[src/rtl/msg_scroller.sv]
// Message buffer feeding the 4-digit LED driver: digits are appended while idle,
// then a 4-digit window scrolls circularly through the stored message.
//
// state  | meaning
// IDLE   | accepting writes, msg held (blank after reset/clear)
// SCROLL | window advances one digit every TICK_DIV clocks (len>=4)
module msg_scroller #(
   parameter int          DEPTH    = 8,
   parameter int          TICK_DIV = 4,
   parameter logic [3:0]  BLANK    = 4'hF
) (
   input  logic                         clk,
   input  logic                         reset,
   input  logic                         wr_en,
   input  logic [3:0]                   wr_data,
   output logic                         wr_ready,
   input  logic                         clear,
   input  logic                         start,
   input  logic                         stop,
   output logic [15:0]                  msg,
   output logic [$clog2(DEPTH+1)-1:0]   len,
   output logic                         busy,
   output logic                         wrap
);

   localparam int LW = $clog2(DEPTH+1);
   localparam int HW = $clog2(DEPTH);
   localparam int TW = $clog2(TICK_DIV);

   typedef enum logic {IDLE = 1'b0, SCROLL = 1'b1} state_t;

   state_t          state_q, state_d;
   logic [LW-1:0]   len_q, len_d;
   logic [HW-1:0]   head_q, head_d, head_inc;
   logic [TW-1:0]   tick_q, tick_d;
   logic [15:0]     msg_q, msg_d;
   logic            wrap_q, wrap_d;
   logic [3:0]      buf_q [DEPTH];

   logic            start_go, wr_go, long_msg, step, head_last;

   // Window starting at head h; short messages are shown left-aligned, unscrolled.
   function automatic logic [15:0] window(input logic [HW-1:0] h);
      logic [15:0] w;
      logic [LW:0] idx;
      w = {4{BLANK}};
      for (int i = 0; i < 4; i++) begin
         if (len_q >= LW'(4)) begin
            idx = (LW+1)'(h) + (LW+1)'(i);
            if (idx >= (LW+1)'(len_q))
               idx = idx - (LW+1)'(len_q);
            w[15-4*i -: 4] = buf_q[idx[HW-1:0]];
         end else if (LW'(i) < len_q) begin
            w[15-4*i -: 4] = buf_q[HW'(i)];
         end
      end
      return w;
   endfunction

   assign start_go  = start & ~stop & (state_q == IDLE) & (len_q != '0);
   assign wr_go     = wr_en & wr_ready & ~clear & ~start_go;
   assign long_msg  = (len_q >= LW'(4));
   assign step      = (state_q == SCROLL) & long_msg & (tick_q == TW'(TICK_DIV-1));
   assign head_last = (LW'(head_q) == len_q - LW'(1));
   assign head_inc  = head_last ? '0 : head_q + HW'(1);

   always_ff @(posedge clk or negedge reset) begin
      if (!reset) begin
         state_q <= IDLE;
         len_q   <= '0;
         head_q  <= '0;
         tick_q  <= '0;
         msg_q   <= {4{BLANK}};
         wrap_q  <= 1'b0;
      end else begin
         state_q <= state_d;
         len_q   <= len_d;
         head_q  <= head_d;
         tick_q  <= tick_d;
         msg_q   <= msg_d;
         wrap_q  <= wrap_d;
      end
   end

   always_ff @(posedge clk) begin
      if (wr_go)
         buf_q[len_q[HW-1:0]] <= wr_data;
   end

   always_comb begin
      state_d = state_q;
      if (clear)
         state_d = IDLE;
      else if (state_q == SCROLL && stop)
         state_d = IDLE;
      else if (start_go)
         state_d = SCROLL;
   end

   always_comb begin
      len_d  = len_q;
      head_d = head_q;
      tick_d = tick_q;
      msg_d  = msg_q;
      wrap_d = 1'b0;
      if (clear) begin
         len_d  = '0;
         head_d = '0;
         tick_d = '0;
         msg_d  = {4{BLANK}};
      end else if (state_q == SCROLL) begin
         if (!stop && long_msg) begin
            if (step) begin
               tick_d = '0;
               head_d = head_inc;
               msg_d  = window(head_inc);
               wrap_d = head_last;
            end else begin
               tick_d = tick_q + TW'(1);
            end
         end
      end else if (start_go) begin
         head_d = '0;
         tick_d = '0;
         msg_d  = window('0);
      end else if (wr_go) begin
         len_d = len_q + LW'(1);
      end
   end

   always_comb begin
      wr_ready = (state_q == IDLE) && (len_q < LW'(DEPTH));
      busy     = (state_q == SCROLL);
   end

   assign msg  = msg_q;
   assign len  = len_q;
   assign wrap = wrap_q;

endmodule
[config.mk]
export PLATFORM = sky130hd
export DESIGN_NAME = msg_scroller
export DESIGN_NICKNAME = d
export VERILOG_FILES = /design/src/rtl/msg_scroller.sv
export SDC_FILE = /design/constraint.sdc
export NUM_CORES = 1
export LEC_CHECK = 0
export CORE_MARGIN = 1.5
export CORE_UTILIZATION = 40
export CTS_BUF_LIST = sky130_fd_sc_hd__clkbuf_8
export CTS_CLUSTER_DIAMETER = 200
export DETAILED_ROUTE_END_ITERATION = 7
export DONT_BUFFER_PORTS = 1
export HOLD_SLACK_MARGIN = 0.12
export PLACE_DENSITY_LB_ADDON = 0.08
export SLEW_MARGIN = 20
export SYNTH_ARGS = -nofsm -noshare
export SYNTH_HDL_FRONTEND = slang
export SYNTH_SLANG_ARGS = --single-unit
[constraint.sdc]
create_clock -name clk -period 4.9 [get_ports clk]
set_input_delay 0.245 -clock clk [delete_from_list [all_inputs] [get_ports clk]]
set_output_delay 0.245 -clock clk [all_outputs]
set_load 0.005 [all_outputs]
======== After elaboration in Yosys (flattened, before gate mapping) ========
Memories as Yosys holds them, arrays and structs flattened.
Cells that the tools add are included.
word-level totals
  bits in registers ....................... 27
  bits in latches ......................... 0
  RAM bits ................................ 32
  memory bits (read-only) ................. 0
  output and inout port bits .............. 23
  logic and storage cells ................. 150
  memories kept ........................... 1
operators by class
  add/sub/neg operators ................... 15
  multipliers ............................. 0
  div/mod/pow operators ................... 0
  magnitude comparators ................... 14
  equal/unequal tests ..................... 6
  shift-type cells ........................ 0
  muxes and demuxes ....................... 85
  bitwise gates (word level) .............. 12
  reductions and logical operators ........ 11
memories
  name   depth  width  read ports  clocked after memory_dff  write ports  RTL line  text
  buf_q  8      4      12          0                         1            38        logic [3:0] buf_q [DEPTH];
operators with widths
  cell                                                                                  number
  3-bit two-way mux                                                                     50
  16-bit two-way mux                                                                    5
  4-bit two-way mux                                                                     16
  4-bit greater-or-equal comparator                                                     3
  3-bit subtractor                                                                      4
  2-bit two-way mux                                                                     5
  1-bit two-way mux                                                                     9
  3-bit by 2-bit adder with 4-bit output (second input constant)                        2
  1-bit AND                                                                             8
  1-bit by 4-bit greater-or-equal comparator with 1-bit output (first input constant)   2
  2-bit by 4-bit greater-or-equal comparator with 1-bit output (first input constant)   2
  1-bit by 4-bit less-than comparator with 1-bit output (first input constant)          2
  2-bit by 4-bit less-than comparator with 1-bit output (first input constant)          2
  3-bit by 2-bit inequality test with 1-bit output (second input constant)              2
  3-bit AND reduction                                                                   2
  3-bit nonzero test                                                                    2
  1-bit by 3-bit subtractor with 3-bit output (first input constant)                    2
  2-bit by 3-bit subtractor with 3-bit output (first input constant)                    2
  3-bit by 1-bit adder with 4-bit output (second input constant)                        1
  4-bit by 1-bit adder with 4-bit output (second input constant)                        1
  3-bit by 4-bit == test with 1-bit output                                              1
  3-bit by 4-bit greater-or-equal comparator with 1-bit output                          1
  4-bit by 3-bit greater-or-equal comparator with 1-bit output (second input constant)  1
  4-bit less-than comparator (second input constant)                                    1
  other kinds (11)                                                                      17

======== Longest topological paths before layout ========
Gate-level depths: netlist of the first run.
An unclocked memory read counts as a cell.
  depth after elaboration ................. 17
  mapped depth ............................ 19

======== Worst setup path after synthesis of the first run ========
No wires, ideal clock.
  path type ............................... reg2reg
  start ................................... register len_q[1], in the netlist len[1]
  end ..................................... register msg_q[10], in the netlist msg[10]
  setup time .............................. 0.077 ns
  arrival time ............................ 4.316 ns
  required time ........................... 4.823 ns
  path slack .............................. 0.507 ns
  cell stages (with the launch flop) ...... 18
  path buffers ............................ 1
  clock period less this slack ............ 4.393 ns
  cells stage by stage .................... dfrtp_1 > inv_1 > ha_1 > xnor3_2 > nand3_2 > o21ai_2 > inv_1 > ha_1 > xor2_1 > ha_1 > o21ai_0 > a31oi_1 > nor2_1 > mux2i_4 > buf_2 > a311oi_1 > a311o_1 > a31oi_1
on the way
  cells in the longest elaborated chain, start to end .. 17
RTL lines
  item                                                                          RTL line  text
  start, declared                                                               33        logic [LW-1:0] len_q, len_d;
  start signal, assigned                                                        77        len_q <= len_d;
  4-bit by 1-bit subtractor with 4-bit output                                   64        assign head_last = (LW'(head_q) == len_q - LW'(1));
  3-bit by 4-bit == test with 1-bit output                                      64
  3-bit two-way mux                                                             65        assign head_inc = head_last ? '0 : head_q + HW'(1);
  3-bit by 1-bit adder with 4-bit output                                        49        idx = (LW+1)'(h) + (LW+1)'(i);
  4-bit greater-or-equal comparator / 3-bit subtractor (equally long branches)  50, 51
  3-bit two-way mux                                                             50        if (idx >= (LW+1)'(len_q))
  3-bit two-way mux                                                             48        if (len_q >= LW'(4)) begin
  3-bit two-way mux                                                             113       if (step) begin
  3-bit two-way mux                                                             112       if (!stop && long_msg) begin
  3-bit two-way mux                                                             111       end else if (state_q == SCROLL) begin
  3-bit two-way mux                                                             106       if (clear) begin
  memory read 8 x 4 bit                                                         --
  4-bit two-way mux                                                             48
  16-bit two-way mux                                                            113
  16-bit two-way mux                                                            112
  16-bit two-way mux                                                            111
  16-bit two-way mux                                                            106
  end signal, assigned                                                          73        msg_q <= {4{BLANK}};
  end signal, assigned                                                          80        msg_q <= msg_d;
  end, declared                                                                 36        logic [15:0] msg_q, msg_d;
Several ways; a longest one is shown, not always the timed one. The select of a mux whose other input is x is not followed.
A chain may end at the register's enable or synchronous reset.

======== Final worst setup path of the first run ========
  start ................................... register len_q[2], in the netlist len[2]
  end ..................................... register msg_q[11], in the netlist msg[11]
The elaborated chain is that of the path after synthesis.

==> run_results.csv, run 1 <==
group,metric,value,unit
outcome,outcome,"finished, final reports clean",
layout,final_nets,502,
clock_tree,clock-sinks,59,
global_route,grt_pass1_vias,3614,
sta,finalSetupTns,0,ns
clock_tree,clockRootBuffer,"clkbuf_8",
sta,finalHoldViolations,0,
layout,nFillCells,1048,
floorplan,die_area,0.01213,mm2
synthesis,syn_nets,491,
worst_setup_path,crit_family,"compound AO/OA/AOI/OAI gates",
route,vias_per_cell,6.222,
worst_setup_path,crit_required,5.19,ns
worst_setup_path,cp.arrival,4.82,ns
synthesis,synth_most_common_cell,"mux2i_1",
worst_setup_path,reg2reg_from,"len[2]",
clock_tree,path_clk_slew,0.08,ns
sta,slew_violations,0,
global_route,grt_pass1_wl,22460,um
placement,routabilityCongestion,0.8573,
power,ir_worst_vdd,0.2046,mV
route,drc,0,
power,switching_power,482.2,uW
worst_setup_path,cp_max_fo,15,
sta,relSlewSlack,45.46,%
sta,finalCriticalPeriod,4.531,ns
clock_tree,cts_made_buffers,9,
worst_setup_path,end_kind,"register",
power,power_frac_comb,29.4,%
worst_hold_path,hold_class,"in -> reg",
floorplan,io_pins,33,
worst_setup_path,path_buf_inv,3,
sta,worst_slack,0.3688,ns
worst_setup_path,rrSetupSlack,0.37,ns
sta,fmax,0.2207,GHz
worst_setup_path,max_stage_delay,0.42,ns
placement,hpwl,10620,um
layout,ff_latch_area,0.001657,mm2
global_route,grt_max_degree,28,
layout,diodes,0,
global_route,grt.total_usage,26.51,%
synthesis,avgSynthCellArea,10.18,um2
power,p_int,948.0,uW
power,power,1430,uW
power,leakage,0.002056,uW
placement,place_area,0.004732,mm2
layout,multi_input_area,0.002758,mm2
sta,rsz0062_at_grt,"no",
synthesis,yosysTopAreaCellShare,20.93,%
floorplan,die_w,110.1,um
synthesis,yosysUniqueCellTypes,67,
clock_tree,cts_buffer_depth,2,
floorplan,fp.dieH,110.1,um
synthesis,synthTopCellsByArea,"edfxtp_1 21%, dfstp_2 9.2%, mux2i_1 8.5%, ha_1 7.1%, dfrtp_1 6.0%",
worst_setup_path,cpMaxStageDelayCell,"a21boi_1",
route,post_drt_wl_per_cell,24.78,um
floorplan,initial_core_util,41.63,%
global_route,antenna_found_initial,0,
floorplan,placeableCoreArea,0.01103,mm2
worst_hold_path,hold_start,"stop",
worst_hold_path,hold_depth,3,
clock_tree,cts_tree,"built",
worst_setup_path,crit_cells,18,
route,vias,3777,
layout,stdcell_count,607,
route,routed_wl,15040,um
sta,finalCritPeriodShare,92.47,%
worst_setup_path,start_kind,"register",
power,power.share.switching,33.72,%
placement,dp_cells,580,
placement,numPortBuffers,0,
synthesis,ys_ff_latch,59,
worst_setup_path,r2r.worst_path.cells,18,
route,drt_iter0_drc,385,
clock_tree,htree_num_levels,3,
floorplan,rows,38,
sta,worst_pin_slew,0.8075,ns
sta,setup_viol,0,
synthesis,syn_area,0.004592,mm2
run,drv_cap,0,
synthesis,synth_enable_flop_cells,32,
clock_tree,clk_latency,0.37,ns
worst_setup_path,critPathKind,"reg -> reg",
worst_setup_path,crit_top_cell,"ha_1",
layout,drive_gt1_share,17.56,%
synthesis,synth_common_cells,"39 x mux2i_1, 38 x nor2_1, 32 x edfxtp_1",
route,antenna_left,0,
route,drtPass1Iterations,5,
synthesis,synth.largest_area_cell,"edfxtp_1",
synthesis,ys.flop_type,"edfxtp_1",
sta,finClkSkew,0.01495,ns
synthesis,ys_seq_area_share,36.08,%
power,seq_power_share,38.6,%
worst_setup_path,reg2reg_to,"msg[11]",
synthesis,async_flop_share,45.76,%
global_route,grt.overflow.total,0,
synthesis,syn_inst,451,
layout,area_growth,10.35,%
power,power_density,282.2,mW/mm2
layout,fin_area,0.005067,mm2
worst_hold_path,min_to,"tick_q[1]",
power,pwr-share-clk,32.0,%
synthesis,yosysWarningCount,0,
worst_setup_path,path_cells,"inv_1 -> ha_1 -> a21boi_1 -> xnor2_2 -> nand2_1 -> nand2_1 -> inv_1 -> ha_1 -> xor2_1 -> ha_1 -> o21ai_0 -> a31oi_1 -> nor2_1 -> mux2i_4 -> buf_12 -> a311oi_1 -> a311o_1 -> a31oi_1",
placement,place_ws,0.2186,ns
-- sequential cells by signal, indices dropped and copies added (netlist names) --
signal,cells
buf_q,32
msg,16
len,4
head_q,3
tick_q,2
busy,1
wrap,1
-- cell usage in the layout, fill, tap and decap left out, types with 11 or more instances in the layout --
cell,n
mux2i_1,39
nor2_1,38
edfxtp_1,32
nand2_1,28
ha_1,26
inv_1,18
dfstp_2,16
o21ai_0,15
and3_1,14
nand3_1,13
buf_4,13
a31oi_1,11
dfrtp_1,11
-- power by group through the flow --
stage | registers (uW) | logic [uW] | clock network [uW]
final | 551 | 421 | 458
after CTS | 551 | 405 | 470
after global routing | 552 | 457 | 489
after detailed placement | 561 | 385 | 0
after floorplan | 559 | 307 | 0
after global placement | 561 | 383 | 0
-- logic make-up (layout without fill, tap and decap cells) --
logic type / after synthesis / count (layout) / synth area share, %
xor+xnor: 14 / 14 / 3.324
buf+inv: 41 / 57 / 4.250
compound gates: 130 / 130 / 22.32
flops: 59 / 59 / 36.08
mux: 46 / 46 / 10.52
fa+ha+maj: 30 / 30 / 8.828
simple gates: 131 / 131 / 14.69
-- metal layers --
| metal | track usage, % | vias up | share of wire [%] | wire length [um] |
|---|---|---|---|---|
| li1 | - | 1753 | - | - |
| met1 | 39.98 | 1820 | 48 | 7209 |
| met2 | 36.07 | 180 | 42 | 6258 |
| met3 | 5.585 | 24 | 7.6 | 1147 |
| met4 | 11.36 | 0 | 2.9 | 429 |
| met5 | 0 | - | 0 | 0 |
-- metrics by stage --
step           utilization [%]  hold WS, ns
2_1_floorplan                -     -0.05059
6_report                 45.94       0.1712
4_1_cts                  45.55       0.1481
3_3_place_gp             42.88     -0.04933
5_1_grt                  45.94       0.1672
3_5_place_dp             42.90     -0.04936
-- how the worst max path moves through the flow --
| stage | slack, ns | end | startpoint |
|---|---|---|---|
| global route | 0.03 | msg[11] | len[2] |
| floorplan | 0.51 | msg[10] | len[1] |
| global placement | 0.18 | msg[9] | len[2] |
| detailed placement | 0.22 | msg[11] | len[2] |
| CTS | 0.16 | msg[9] | len[2] |
| finish | 0.37 | msg[11] | len[2] |
-- worst register-to-register path, cell delays in order, from the launching register on --
cell	delay, ns
dfrtp_1	0.37
inv_1	0.29
ha_1	0.21
a21boi_1	0.42
xnor2_2	0.21
nand2_1	0.13
nand2_1	0.22
inv_1	0.13
ha_1	0.24
xor2_1	0.26
ha_1	0.30
o21ai_0	0.16
a31oi_1	0.09
nor2_1	0.35
mux2i_4	0.32
buf_12	0.16
a311oi_1	0.06
a311o_1	0.36
a31oi_1	0.20
-- cell type report --
cell class	instances	area share, %
Clock inverter	7	1.358
Tap cell	140	3.457
Timing Repair Buffer	23	4.296
Sequential cell	59	32.69
Clock buffer	9	2.444
Inverter	18	1.333
Multi-Input combinational cell	351	54.42
-- what timing repair did --
action / in CTS / in global routing
endpoints found under the setup margin: 0 / 7
gates resized for setup: 0 / 3
hold buffers: 9 / 0
buffers inserted: 0 / 2
endpoints found under the hold margin: 70 / 0
No activity file was read; power rests on OpenSTA's default activity.
==> run 2, diff against run 1 <==
- ABC_CLOCK_PERIOD_IN_PS: unset -> 4900
- CORE_ASPECT_RATIO: unset -> 0.6
- CORE_UTILIZATION: 40 -> 50
==> run_results.csv, run 2 (same netlist as run 1, synthesis figures left out) <==
group,metric,value,unit
outcome,outcome,"finished, final reports clean",
worst_setup_path,end_kind,"register",
sta,finalCritPeriodShare,94.59,%
layout,ff_latch_area,0.001657,mm2
floorplan,die_area,0.009787,mm2
global_route,grt_pass1_vias,3703,
global_route,grt.total_usage,30.02,%
power,leakage,0.002057,uW
layout,drive_gt1_share,18.05,%
clock_tree,cts_buffer_depth,2,
clock_tree,clockRootBuffer,"clkbuf_8",
floorplan,io_pins,33,
floorplan,die_w,126.7,um
run,drv_cap,0,
global_route,grt.overflow.total,0,
clock_tree,path_clk_slew,0.08,ns
worst_hold_path,hold_start,"stop",
sta,finalSetupTns,0,ns
worst_hold_path,hold_class,"in -> reg",
clock_tree,clk_latency,0.36,ns
route,antenna_left,0,
placement,dp_cells,557,
placement,numPortBuffers,0,
clock_tree,clock-sinks,59,
worst_setup_path,cp_max_fo,20,
route,drc,0,
worst_setup_path,start_kind,"register",
global_route,grt_max_degree,28,
route,drt_iter0_drc,479,
sta,worst_slack,0.2650,ns
route,routed_wl,14010,um
sta,setup_viol,0,
route,vias,3936,
placement,hpwl,10390,um
layout,layout_common_cells,"39 x mux2i_1, 37 x nor2_1, 32 x edfxtp_1, 29 x nand2_1, 25 x ha_1",
power,power,1379,uW
layout,largest_reg_flops,32,
layout,stdcell_count,583,
floorplan,fp.dieH,77.23,um
floorplan,initial_core_util,52.67,%
layout,final_nets,506,
floorplan,rows,26,
global_route,antenna_found_initial,0,
sta,fmax,0.2158,GHz
global_route,grt_pass1_wl,21850,um
layout,diodes,0,
sta,slew_violations,0,
sta,rsz0062_at_grt,"no",
power,ir_worst_vdd,0.1670,mV
sta,finalCriticalPeriod,4.635,ns
layout,area_growth,9.755,%
worst_setup_path,cp.arrival,4.92,ns
clock_tree,cts_made_buffers,9,
floorplan,placeableCoreArea,0.008718,mm2
clock_tree,cts_tree,"built",
worst_setup_path,reg2reg_from,"len[2]",
clock_tree,htree_num_levels,3,
route,vias_per_cell,6.751,
layout,multi_input_area,0.002750,mm2
sta,finClkSkew,0.01228,ns
layout,layout_commonest_cell,"mux2i_1",
placement,routabilityCongestion,0.9552,
worst_setup_path,critPathLaunch,"len[2]",
worst_setup_path,rrSetupSlack,0.27,ns
worst_setup_path,crit_required,5.18,ns
sta,worst_pin_slew,0.6518,ns
placement,place_ws,0.3148,ns
sta,relSlewSlack,56.35,%
sta,finalHoldViolations,0,
sta,whs,0.1732,ns
route,drtPass1Iterations,5,
power,power_density,273.5,mW/mm2
layout,nFillCells,759,
worst_setup_path,critPathKind,"reg -> reg",
route,post_drt_wl_per_cell,24.03,um
-- run 2: critical path, cell delays in order (launching register included) --
cell and delay (ns):
dfrtp_1 0.53, inv_1 0.22, ha_1 0.25, a21boi_1 0.36, xnor2_1 0.30, nand2_1 0.17, nand2_1 0.15, buf_4 0.17
ha_1 0.27, nand2b_1 0.17, a311oi_2 0.53, or3_4 0.34, nand2_1 0.30, a2111oi_1 0.52, o211a_1 0.22, nor3_2 0.05
-- run 2: layout make-up --
| type | instances | area share, % |
|---|---|---|
| Clock buffer | 9 | 2.458 |
| Tap cell | 112 | 2.781 |
| Clock inverter | 7 | 1.068 |
| Timing Repair Buffer | 27 | 4.916 |
| Inverter | 18 | 1.341 |
| Sequential cell | 59 | 32.87 |
| Multi-Input combinational cell | 351 | 54.57 |
-- run 2: power by group --
| part | switching, uW | internal [uW] | leakage (uW) |
|---|---|---|---|
| sequential | 12.8 | 537 | 0.000609 |
| combinational | 244 | 177 | 0.00136 |
| clock | 221 | 186 | 0.0000876 |
-- run 2: worst paths after layout --
kind                                  end  depth (start not counted)
worst min register to register     msg[7]                          2
worst max-delay path              msg[15]                         15
max in group asynchronous         msg[15]                          2
min in group asynchronous          len[0]                          2
worst min-delay path            tick_q[1]                          3
worst max register to register    msg[15]                         15
-- run 2: routing by layer --
layer | track usage (%) | share of wire (%)
met5 | 0 | 0
met3 | 9.700 | 11
met1 | 46.75 | 49
met2 | 39.18 | 38
met4 | 7.386 | 1.3
-- run 2: through the flow --
step	instance area, um2	utilization [%]
finish	5040	57.81
global route	5040	57.81
global placement	4732	54.28
CTS	5010	57.46
detailed placement	4732	54.28
floorplan	4592	-
-- run 2: timing repair --
| item | in CTS | in global routing |
|---|---|---|
| setup buffers | 0 | 1 |
| hold buffers | 9 | 0 |
| resized for setup | 0 | 3 |
| endpoints found under the hold margin | 70 | 0 |
| endpoints found under the setup margin | 0 | 8 |
